File: config.mk
export PLATFORM = sky130hd
export DESIGN_NAME = vc_arbiter
export DESIGN_NICKNAME = d
export VERILOG_FILES = /design/src/rtl/vc_arbiter.sv
export SDC_FILE = /design/constraint.sdc
export NUM_CORES = 1
export LEC_CHECK = 0
export ABC_AREA = 1
export CORE_UTILIZATION = 44
export DETAILED_ROUTE_END_ITERATION = 8
export GPL_ROUTABILITY_DRIVEN = 0
export SLEW_MARGIN = 0
export SYNTH_ARGS = -nofsm -noshare
export SYNTH_HDL_FRONTEND = slang
export SYNTH_SLANG_ARGS = --single-unit
export TNS_END_PERCENT = 5
File: constraint.sdc
create_clock -name clk -period 1.8 [get_ports clk]
set_clock_uncertainty 0.1 [all_clocks]
set_input_delay 0.36 -clock clk [delete_from_list [all_inputs] [get_ports clk]]
set_output_delay 0.36 -clock clk [all_outputs]
set_load 0.01 [all_outputs]
File: src/rtl/vc_arbiter.sv
// Weighted two-VC arbiter popping VC0/VC1 FIFOs with downstream pause.
// Define VC_ARB_STATS_EN to add saturating per-VC grant counters.
module vc_arbiter #(
  parameter int unsigned VC0_WEIGHT = 4,
  parameter int unsigned VC1_WEIGHT = 1
) (
  input  logic        clk,
  input  logic        reset,
  input  logic        VC0_empty,
  input  logic        VC1_empty,
  input  logic        pause,
`ifdef VC_ARB_STATS_EN
  input  logic        stats_clr,
  output logic [15:0] vc0_grant_cnt,
  output logic [15:0] vc1_grant_cnt,
`endif
  output logic        VC0_pop,
  output logic        VC1_pop,
  output logic        vc0_delay,
  output logic        arb_idle
);

  typedef enum logic [1:0] {
    IDLE,
    SERVE_VC0,
    SERVE_VC1,
    PAUSE
  } state_t;

  // A zero weight would starve a VC forever, so it is clamped to 1.
  localparam logic [3:0] W0_RAW = VC0_WEIGHT[3:0];
  localparam logic [3:0] W1_RAW = VC1_WEIGHT[3:0];
  localparam logic [3:0] W0 = (W0_RAW == 4'd0) ? 4'd1 : W0_RAW;
  localparam logic [3:0] W1 = (W1_RAW == 4'd0) ? 4'd1 : W1_RAW;

  state_t     state, state_n;
  state_t     saved, saved_n;
  logic [3:0] credit, credit_n;

  always_ff @(posedge clk or posedge reset) begin
    if (reset) begin
      state  <= IDLE;
      saved  <= SERVE_VC0;
      credit <= 4'd0;
    end else begin
      state  <= state_n;
      saved  <= saved_n;
      credit <= credit_n;
    end
  end

  assign VC0_pop  = (state == SERVE_VC0) & ~VC0_empty & ~pause;
  assign VC1_pop  = (state == SERVE_VC1) & ~VC1_empty & ~pause;
  assign arb_idle = (state == IDLE);

  always_comb begin
    state_n  = state;
    saved_n  = saved;
    credit_n = credit;
    unique case (state)
      IDLE: begin
        if (!pause) begin
          if (!VC0_empty) begin
            state_n  = SERVE_VC0;
            credit_n = W0;
          end else if (!VC1_empty) begin
            state_n  = SERVE_VC1;
            credit_n = W1;
          end
        end
      end
      SERVE_VC0: begin
        if (pause) begin
          state_n = PAUSE;
          saved_n = SERVE_VC0;
        end else if (!VC0_empty) begin
          if (credit > 4'd1) begin
            credit_n = credit - 4'd1;
          end else if (!VC1_empty) begin
            state_n  = SERVE_VC1;
            credit_n = W1;
          end else begin
            credit_n = W0;
          end
        end else if (!VC1_empty) begin
          state_n  = SERVE_VC1;
          credit_n = W1;
        end else begin
          state_n = IDLE;
        end
      end
      SERVE_VC1: begin
        if (pause) begin
          state_n = PAUSE;
          saved_n = SERVE_VC1;
        end else if (!VC1_empty) begin
          if (credit > 4'd1) begin
            credit_n = credit - 4'd1;
          end else if (!VC0_empty) begin
            state_n  = SERVE_VC0;
            credit_n = W0;
          end else begin
            credit_n = W1;
          end
        end else if (!VC0_empty) begin
          state_n  = SERVE_VC0;
          credit_n = W0;
        end else begin
          state_n = IDLE;
        end
      end
      PAUSE: begin
        if (!pause) state_n = saved;
      end
      default: state_n = IDLE;
    endcase
  end

  // Output mux select lags the pop by one cycle to match FIFO read latency.
  always_ff @(posedge clk or posedge reset) begin
    if (reset) begin
      vc0_delay <= 1'b0;
    end else if (VC1_pop) begin
      vc0_delay <= 1'b1;
    end else if (VC0_pop) begin
      vc0_delay <= 1'b0;
    end
  end

`ifdef VC_ARB_STATS_EN
  always_ff @(posedge clk or posedge reset) begin
    if (reset) begin
      vc0_grant_cnt <= 16'd0;
      vc1_grant_cnt <= 16'd0;
    end else if (stats_clr) begin
      vc0_grant_cnt <= 16'd0;
      vc1_grant_cnt <= 16'd0;
    end else begin
      if (VC0_pop && vc0_grant_cnt != 16'hFFFF)
        vc0_grant_cnt <= vc0_grant_cnt + 16'd1;
      if (VC1_pop && vc1_grant_cnt != 16'hFFFF)
        vc1_grant_cnt <= vc1_grant_cnt + 16'd1;
    end
  end
`endif

endmodule

==> results of run 1 <==
-- Yosys cell counts (all sizes together) --
library cell  count
nand2            37
inv              18
o31ai             1
nand3            12
nand3b            2
nand4             1
nor4              1
ha                8
dfrtp             8
a21oi             6
dfstp             1
a211oi            1
nor3              2
o211ai            1
nor2             12
o21ai             7
o21bai            1
buf               2
-- state kept, by name (all words and copies together) (netlist names) --
register,count
credit,4
saved,2
state,2
vc0_delay,1
-- kinds of logic after synthesis --
family,count (synthesis)
buf+inv,20
simple gates,67
fa+ha+maj,8
flops,9
compound gates,17
-- worst paths after layout --
| path | to | depth (start not counted) |
|---|---|---|
| max | VC1_pop | 5 |
| max in group asynchronous | saved[0]$_DFFE_PP1P_ | 2 |
| min in group clk | saved[1]$_DFFE_PP0P_ | 2 |
| min | vc0_delay$_DFFE_PP0P_ | 2 |
| max reg2reg | credit[3]$_DFFE_PP0P_ | 9 |
| min reg2reg | saved[1]$_DFFE_PP0P_ | 2 |
-- power by group through the flow --
stage | clock (mW) | sequential, mW | combinational, mW
after detailed placement | 0 | 0.412 | 1.33
final | 0.138 | 0.420 | 1.35
after global placement | 0 | 0.411 | 1.32
after global routing | 0.153 | 0.434 | 1.52
after CTS | 0.146 | 0.409 | 1.34
after floorplan | 0 | 0.402 | 0.882
-- final cells by class --
| cell class | count | area, µm² | share of cell area, % |
|---|---|---|---|
| timing repair buffer | 27 | 208 | 18.8 |
| sequential | 9 | 228 | 20.6 |
| tap | 25 | 31.3 | 2.83 |
| inverter | 18 | 67.6 | 6.12 |
| multi-input combinational | 92 | 544 | 49.3 |
| clock buffer | 4 | 26.3 | 2.38 |
-- stage by stage --
stage          util (%)  cells
2_1_floorplan         -    121
3_3_place_gp       61.2    171
3_5_place_dp       61.2    171
4_1_cts            62.8    175
5_1_grt            62.6    175
6_report           62.6    175
-- metal layers --
layer / routed length (µm) / track usage (%) / vias up
li1: - / - / 452
met2: 892 / 34.3 / 19
met3: 87 / 2.38 / 0
met1: 936 / 32.2 / 387
met4: 0 / 7.06 / 0
met5: 0 / 0 / -
-- repair_timing --
action | 4_1_cts | 5_1_grt
endpoints found under the setup margin | 3 | 7
gates resized for setup | 7 | 11
pin swaps | 0 | 1
==> results.md, run 1 <==
- Status: completed
- Die area: 2100 µm²
- Fillcell total: 182
- Max-slew violation count: 0
- Std cell rows: 15
- CTS Root Cell: clkbuf_4
- Leakage: 0.571 nW
- Yosys warns: 0
- Mux cell area share after synthesis: 0%
- Post-layout nets: 164
- Syn nets: 134
- Die W: about 46 µm
- Post-Synth Simple-Gate Area: a little under two fifths
- Hold crit path type: input port to asynchronous set/reset pin
- Area Growth Syn to Fin: 30.8%
- Max Freq: just under 600 MHz
- Largest family of logic cells by synthesized area: simple AND/OR/NAND/NOR gates
- Internal power: 0.995 mW
- Clk pwr share: under 10%
- Pre-CTS WS: -0.243 ns
- # port buffers: 8
- Final hold violation count: 0
- Mean Syn Cell Area: 6.98 µm²
- Max clock buf depth: 2
- Placed Area: 1080 µm²
- Grt total ovfl: 0
- Ant diodes: 0
- CP Data Arrival Time: 1.24 ns
- CTS tree: built
- Post-CTS Hold Buffers: 0
- Pwr Total: 1.90 mW
- IO Count: 9
- Post-Syn Area: approximately 840 µm²
- Critical path endpoint category: output port
- Flop-to-flop setup slack: 0.10 ns
- Initial cell density of the core: 47.9%
- Max_slew headroom: between 70% and 80%
- Buf+Inv Stages, Crit Path: 2
- Setup crit start: state[0]$_DFFE_PP0P_
- Worst setup margin: 0.104 ns
- Post-synth cell types: 26
- Comb pwr share: between 70% and 80%
- Main area contributors after synthesis: dfrtp_1, nand2_1, ha_1
- Synth Area in Compound Gates: 14.1%
- Largest area contributor in the netlist: dfrtp_1
- DP Wirelength: ~1600 µm
- Core Region: 1760 µm²
- Synth Register Bits: 9
- Sequential Power Share: 22.1%
- Largest net degree at the start of global routing: 10
- Global-route wire length before repair: roughly 3300 µm
- Final hold slack: 0.255 ns
- Endpoints failing setup: 0
- Setup TNS: 0 ns
- Power per cell area: between 1500 and 2000 nW/µm²
- Worst skew pair latency: 0.24 ns
- CTS Buf Count: 3
- RSZ-0062 raised after global routing: yes
- Clock sink count: 9
- Worst IR Drop VDD: approximately 1.0 mV
- Post-Route WL: between 1500 and 2000 µm
- Post-synthesis xor/xnor area fraction: 0%
- DR vias/cell: 4.90
- DRT iter0 DRCs: 20
- Synth Area in Adders: 11.9%
- Max-cap violations: 0
- Vias in the first global route: 794
- Delay-heaviest family, CP: flip-flops
- Wire per inst: 10.9 µm
- Clk slew on worst S/H paths: 0.05 ns
- Critical Path, Cell by Cell: inv_1, ha_1, nand2_1, nor2_2, clkbuf_2
- Post-CTS Setup Bufs: 0
- Crit path required time: between 1 and 1.5 ns
- Slowest-stage cell, CP: dfrtp_1
- CP Max Fanout: 3
- Die Ht: 45.8 µm
- Startpoint Class: flip-flop
- Register area share after synthesis: between 20 and 30%
- Detail Route Antenna Nets: 0
- GR Util All Layers: 22.2%
- Reg-to-Reg Start: state[0]$_DFFE_PP0P_
- Layout cells sized above 1: approximately a third
- Design area: 1100 µm²
- Number of antenna violations at the first check in global routing: 0
- H-Tree Level Count: 1
- Synth Instances: 121
- Final period util: 94.2%
- Minimum clock period: 1.70 ns
- # DRC: 0
- Net Sw Frac: 47.8%
- First-pass DRT Iterations: 4
- Commonest non-fill, non-tap cell in the layout: nand2_1
- Worst Path Class, Setup: flip-flop to output port
- Sw Pwr: 0.910 mW
- Synth top area share: 23.7%
- Via count of the routed design: 858
- Commonest cells after routing, fill and taps aside: nand2_1, buf_4, inv_1
- Worst slew pin tran: approximately 0.3 ns
- Crit-path max cell delay: 0.40 ns
No activity file was read; power rests on OpenSTA's default activity.
==> inputs of run 2 (changes only) <==
CAP_MARGIN = 0   (was not set)
PLACE_DENSITY = 0.64   (was not set)
clock period = 1.55 ns   (was 1.8 ns; I/O delays follow)
==> run 2 against run 1 <==
- the flow now finishes with violations (negative setup slack)
- clock-buffer cell count stayed put
- first-iteration DRC count rose by 60%
- hold slack worse by 0.046 ns
- non-clock buffer count is 7 higher
- setup slack got worse by 0.19 ns
- sequential power grew 11%
- sequential share of layout area fell by 2.0 points
- largest cell class unchanged
- largest power group unchanged
==> results.md, run 2 (synthesis results as in run 1) <==
- Max clock buf depth: 2
- Crit-path max cell delay: 0.41 ns
- Final hold violation count: 0
- Startpoint Class: flip-flop
- Worst slew pin tran: 0.305 ns
- Clk slew on worst S/H paths: around 0.050 ns
- CTS Root Cell: clkbuf_4
- Post-CTS Hold Buffers: 0
- Largest net degree at the start of global routing: 10
- DP Wirelength: 1630 µm
- Wire per inst: 11.4 µm
- Detail Route Antenna Nets: 0
- Die area: 2100 µm²
- Max-cap violations: 0
- Grt total ovfl: 0
- Status: finished, violations left
- Layout cells sized above 1: 43.9%
- Commonest non-fill, non-tap cell in the layout: nand2_1
- Crit path required time: 1.58 ns
- RSZ-0062 raised after global routing: yes
- Leakage: 0.629 nW
- Ant diodes: 0
- CTS Buf Count: 3
- Buf+Inv Stages, Crit Path: 2
- H-Tree Level Count: 1
- Max Freq: 611 MHz
- Most used cell, CP: nand2_4
- Worst IR Drop VDD: around 1.3 mV
- Critical path endpoint category: flip-flop
- Slowest-stage cell, CP: dfrtp_1
- Post-Layout Cell Count: 182
- Max_slew headroom: roughly four fifths
- Core Region: 1760 µm²
- Area Growth Syn to Fin: 44.1%
- Final period util: 106%
- DRT iter0 DRCs: 32
- Design area: between 1000 and 1500 µm²
- # port buffers: 8
- Fillcell total: ~170
- Die W: 45.8 µm
- Worst skew pair latency: around 0.24 ns
- IO Count: 9
- Hold crit path type: input port to asynchronous set/reset pin
- Top Registers: credit x4, saved x2, state x2
- Worst Path Class, Setup: flip-flop to flip-flop
- Final hold slack: 0.209 ns
- Placed Area: 1130 µm²
- Endpoints failing setup: 9
- FF/Latch Area: about 230 µm²
- Pwr Total: 2.59 mW
- Vias in the first global route: 725
- Multi-input logic area: 597 µm²
- Power per cell area: 2130 nW/µm²
- Dpl cells: 177
- CP Data Arrival Time: 1.67 ns
- First-pass DRT Iterations: 4
- CTS tree: built
- Initial cell density of the core: 47.9%
- Worst setup margin: -0.0879 ns
- CP Max Fanout: 3
- Setup TNS: -0.446 ns
- Biggest register: credit
- Minimum clock period: 1.64 ns
- Violated checks: negative setup slack
- Die Ht: ~46 µm
- # DRC: 0
- DR vias/cell: approximately 4.8
- Post-Route WL: 2080 µm
- Max-slew violation count: 0
- GR Util All Layers: 21.5%
- Delay-heaviest family, CP: flip-flops
- Clock sink count: 9
- Number of antenna violations at the first check in global routing: 0
- Critical Path, Cell by Cell: inv_2, buf_4, ha_4, nand2_4, nand2_4, nor3_4, o21ai_2, o21bai_1, nand2_1
- Commonest cells after routing, fill and taps aside: nand2_1, buf_4, nand3_1
- Post-layout nets: 171
- Via count of the routed design: a little under 900
- Max FFs per register: 4
- Std cell rows: 15
- Global-route wire length before repair: 3160 µm
-- run 2: worst paths after layout --
check	startpoint	endpoint	slack, ns	cells past startpoint
max in group asynchronous	reset	saved[0]$_DFFE_PP1P_	0.86	2
hold / removal	reset	vc0_delay$_DFFE_PP0P_	0.21	2
hold reg to reg	saved[1]$_DFFE_PP0P_	saved[1]$_DFFE_PP0P_	0.37	2
min in group clk	saved[1]$_DFFE_PP0P_	saved[1]$_DFFE_PP0P_	0.37	2
setup reg to reg	state[0]$_DFFE_PP0P_	credit[3]$_DFFE_PP0P_	-0.09	9
setup / recovery	state[0]$_DFFE_PP0P_	credit[3]$_DFFE_PP0P_	-0.09	9
-- run 2: repair_timing --
| action | in CTS | in global routing |
|---|---|---|
| endpoints found under the hold margin | 0 | 0 |
| gates resized for setup | 20 | 15 |
| pin swaps | 0 | 4 |
| buffers inserted | 0 | 1 |
| setup endpoints to repair | 9 | 10 |
-- run 2: layout make-up --
cell class / count / share of cell area (%)
well taps: 25 / 2.57
repair buffers: 34 / 22.1
inverters: 18 / 5.55
clock buffers: 4 / 2.16
multi-input cells: 92 / 49.0
flip-flops and latches: 9 / 18.6
-- run 2: metal layers --
layer	wire, µm	global-route usage [%]	vias to the layer above	part of all wire, %
li1	-	-	462	-
met1	1010	33.0	382	49
met2	968	30.9	22	47
met3	86	2.78	2	4.1
met4	8	7.06	0	0.39
met5	0	0	-	0
-- run 2: stage by stage --
stage                     util [%]  setup WS, ns
after floorplan                  -        0.0370
after global placement        64.3        -0.358
after detailed placement      64.3        -0.410
after CTS                     66.3       -0.0825
after global routing          69.0        -0.180
final                         69.0       -0.0879
-- run 2: where the power goes --
| group | switching [mW] | internal (mW) |
|---|---|---|
| Combinational | 1.05 | 0.915 |
| Clock | 0.0622 | 0.0979 |
| Sequential | 0.102 | 0.364 |
| Total | 1.22 | 1.38 |
==> inputs of run 3 (changes only) <==
GPL_ROUTABILITY_DRIVEN = not set   (was 0)
GPL_TIMING_DRIVEN = 0   (was not set)
==> run 3 against run 2 <==
- the run still ends with negative setup slack left
- cell count down 4.9%
- total power increased by 0.69%
- cell area increased by 0.72%
- maximum frequency shrank 2.2%
- sequential share of layout area up 0.071 points
- critical path depth down 4
- die area stayed put
- global-route usage rose by 1.8 points
- clock power up 4%
- via count is 3.7% higher
- first-iteration DRC count down 22%
- register-to-register slack barely moved
- critical path type is now flip-flop to output port
==> results.md, run 3 (synthesis results as in run 1) <==
- Critical Path, Cell by Cell: buf_6, ha_4, nand2_4, nor2_4, buf_6
- Clk pwr share: 6.4%
- Leakage: 0.617 nW
- Worst setup margin: -0.125 ns
- Clk slew on worst S/H paths: about 0.05 ns
- IO Count: 9
- DRT iter0 DRCs: 25
- Power per cell area: about 2100 nW/µm²
- Commonest cells after routing, fill and taps aside: nand2_1, buf_4, nand3_1
- Wire per inst: 13.1 µm
- CP Data Arrival Time: 1.27 ns
- First-pass DRT Iterations: 4
- GR Util All Layers: 23.3%
- FF/Latch Area: 229 µm²
- Status: finished, violations left
- Core Region: about 1800 µm²
- Crit path required time: 1.14 ns
- Number of antenna violations at the first check in global routing: 0
- Die W: 45.8 µm
- Final period util: 108%
- Minimum clock period: 1.68 ns
- Met2 usage: between 30% and 40%
- Max-cap violations: 0
- Commonest non-fill, non-tap cell in the layout: nand2_1
- Max-slew violation count: 0
- Slowest-stage cell, CP: dfrtp_2
- Net Sw Frac: 49.4%
- Met1 GRT Util: a little under a third
- Max Freq: approximately 600 MHz
- Endpoints failing setup: 9
- # port buffers: 7
- Area Growth Syn to Fin: 45.2%
- Detail Route Antenna Nets: 0
- Sequential Power Share: roughly 19%
- Largest net degree at the start of global routing: 11
- Top Registers: credit x4, saved x2, state x2
- Internal power: 1.32 mW
- Worst IR Drop VDD: 1.39 mV
- Layout cells sized above 1: between 40% and 50%
- Worst Path Class, Setup: flip-flop to output port
- CP Max Fanout: 4
- CTS tree: built
- Max FFs per register: 4
- GR peak layer: met2
- H-Tree Level Count: 1
- Biggest register: credit
- CTS Root Cell: clkbuf_4
- RSZ-0062 raised after global routing: yes
- Max clock buf depth: 2
- Die Ht: approximately 46 µm
- Buf+Inv Stages, Crit Path: 2
- Met3 Track Usage GR: 3.97%
- Final hold violation count: 0
- Startpoint Class: flip-flop
- Via count of the routed design: 900
- Worst skew pair latency: between 0.2 and 0.3 ns
- Multi-input logic area: roughly 640 µm²
- Max_slew headroom: 79.8%
- Sw Pwr: around 1.3 mW
- Delay-heaviest family, CP: flip-flops
- Crit-path max cell delay: roughly 0.4 ns
- Worst slew pin tran: 0.302 ns
- Violated checks: negative setup slack
- Setup TNS: -0.495 ns
- Std cell rows: 15
- Fillcell total: 165
- Post-Route WL: 2270 µm
- Clock sink count: 9
- Post-layout nets: 162
- Pre-CTS WS: -0.594 ns
- Die area: 2100 µm²
- Hold crit path type: input port to asynchronous set/reset pin
- Ant diodes: 0
- CTS Buf Count: 3
- Global-route wire length before repair: 3410 µm
- Critical path endpoint category: output port
- DP Wirelength: 1410 µm
- Most used cell, CP: buf_6
- Grt total ovfl: 0
- Initial cell density of the core: 47.9%
- DR vias/cell: between 5 and 6
- RePlAce Congestion: between 0.8 and 0.9
- Vias in the first global route: 798
- Comb pwr share: about three quarters
- # DRC: 0
run 3: cell types whose count changed in the layout (fill, tap and decap cells not counted), sizes merged:
cell           change
clkdlybuf4s15      +1
dlygate4sd2        +1
clkdlybuf4s50      -2
buf                -9
run 3: area by class of cell:
class	count	share of cell area (%)
well taps	25	2.55
inverters	18	5.92
plain buffers	2	1.53
clock buffers	4	2.14
repair buffers	23	16.8
multi-input cells	92	52.3
flip-flops and latches	9	18.7
run 3: per-layer routing:
layer	vias to the layer above	share of wire (%)	wire length [µm]
li1	443	-	-
met2	29	49	1120
met5	-	0	0
met3	6	4.6	105
met1	422	44	991
met4	0	2.2	50
run 3: power groups by stage:
stage               sequential (mW)  combinational, mW  clock, mW
floorplan                     0.468               1.04          0
global placement              0.491               1.33          0
detailed placement            0.494               1.35          0
CTS                           0.486               1.67      0.176
global route                  0.521               2.13      0.184
finish                        0.506               1.94      0.166
run 3: worst register-to-register path: stages (launching register included):
cell,delay (ns)
dfrtp_2,0.43
buf_6,0.15
ha_4,0.19
nand2_4,0.09
nand2_4,0.06
nor3_4,0.21
o21ai_2,0.09
o21bai_1,0.14
nand2_1,0.07
run 3: repair_timing:
action | in CTS | in global routing
setup endpoints to repair | 10 | 9
pin swaps | 5 | 10
hold buffers | 0 | 0
setup buffers | 11 | 5
resized for setup | 34 | 18
run 3: path summary, 6_finish.rpt:
kind | startpoint | to | slack (ns) | cells after the start
hold reg to reg | saved[1]$_DFFE_PP0P_ | saved[1]$_DFFE_PP0P_ | 0.38 | 2
setup / recovery | state[0]$_DFFE_PP0P_ | VC0_pop | -0.13 | 5
max in group asynchronous | reset | saved[0]$_DFFE_PP1P_ | 0.87 | 2
setup reg to reg | state[0]$_DFFE_PP0P_ | credit[3]$_DFFE_PP0P_ | -0.08 | 8
hold / removal | reset | vc0_delay$_DFFE_PP0P_ | 0.20 | 2
min in group clk | saved[1]$_DFFE_PP0P_ | saved[1]$_DFFE_PP0P_ | 0.38 | 2
run 3: stage by stage:
stage	utilization [%]	instances	hold WS (ns)	total power, mW	cell area (µm²)
floorplan	-	121	0.0372	1.51	855
global placement	54.2	153	0.368	1.82	956
detailed placement	54.2	153	0.374	1.84	956
CTS	64.8	168	0.200	2.34	1140
global route	69.5	173	0.242	2.83	1230
finish	69.5	173	0.199	2.61	1230
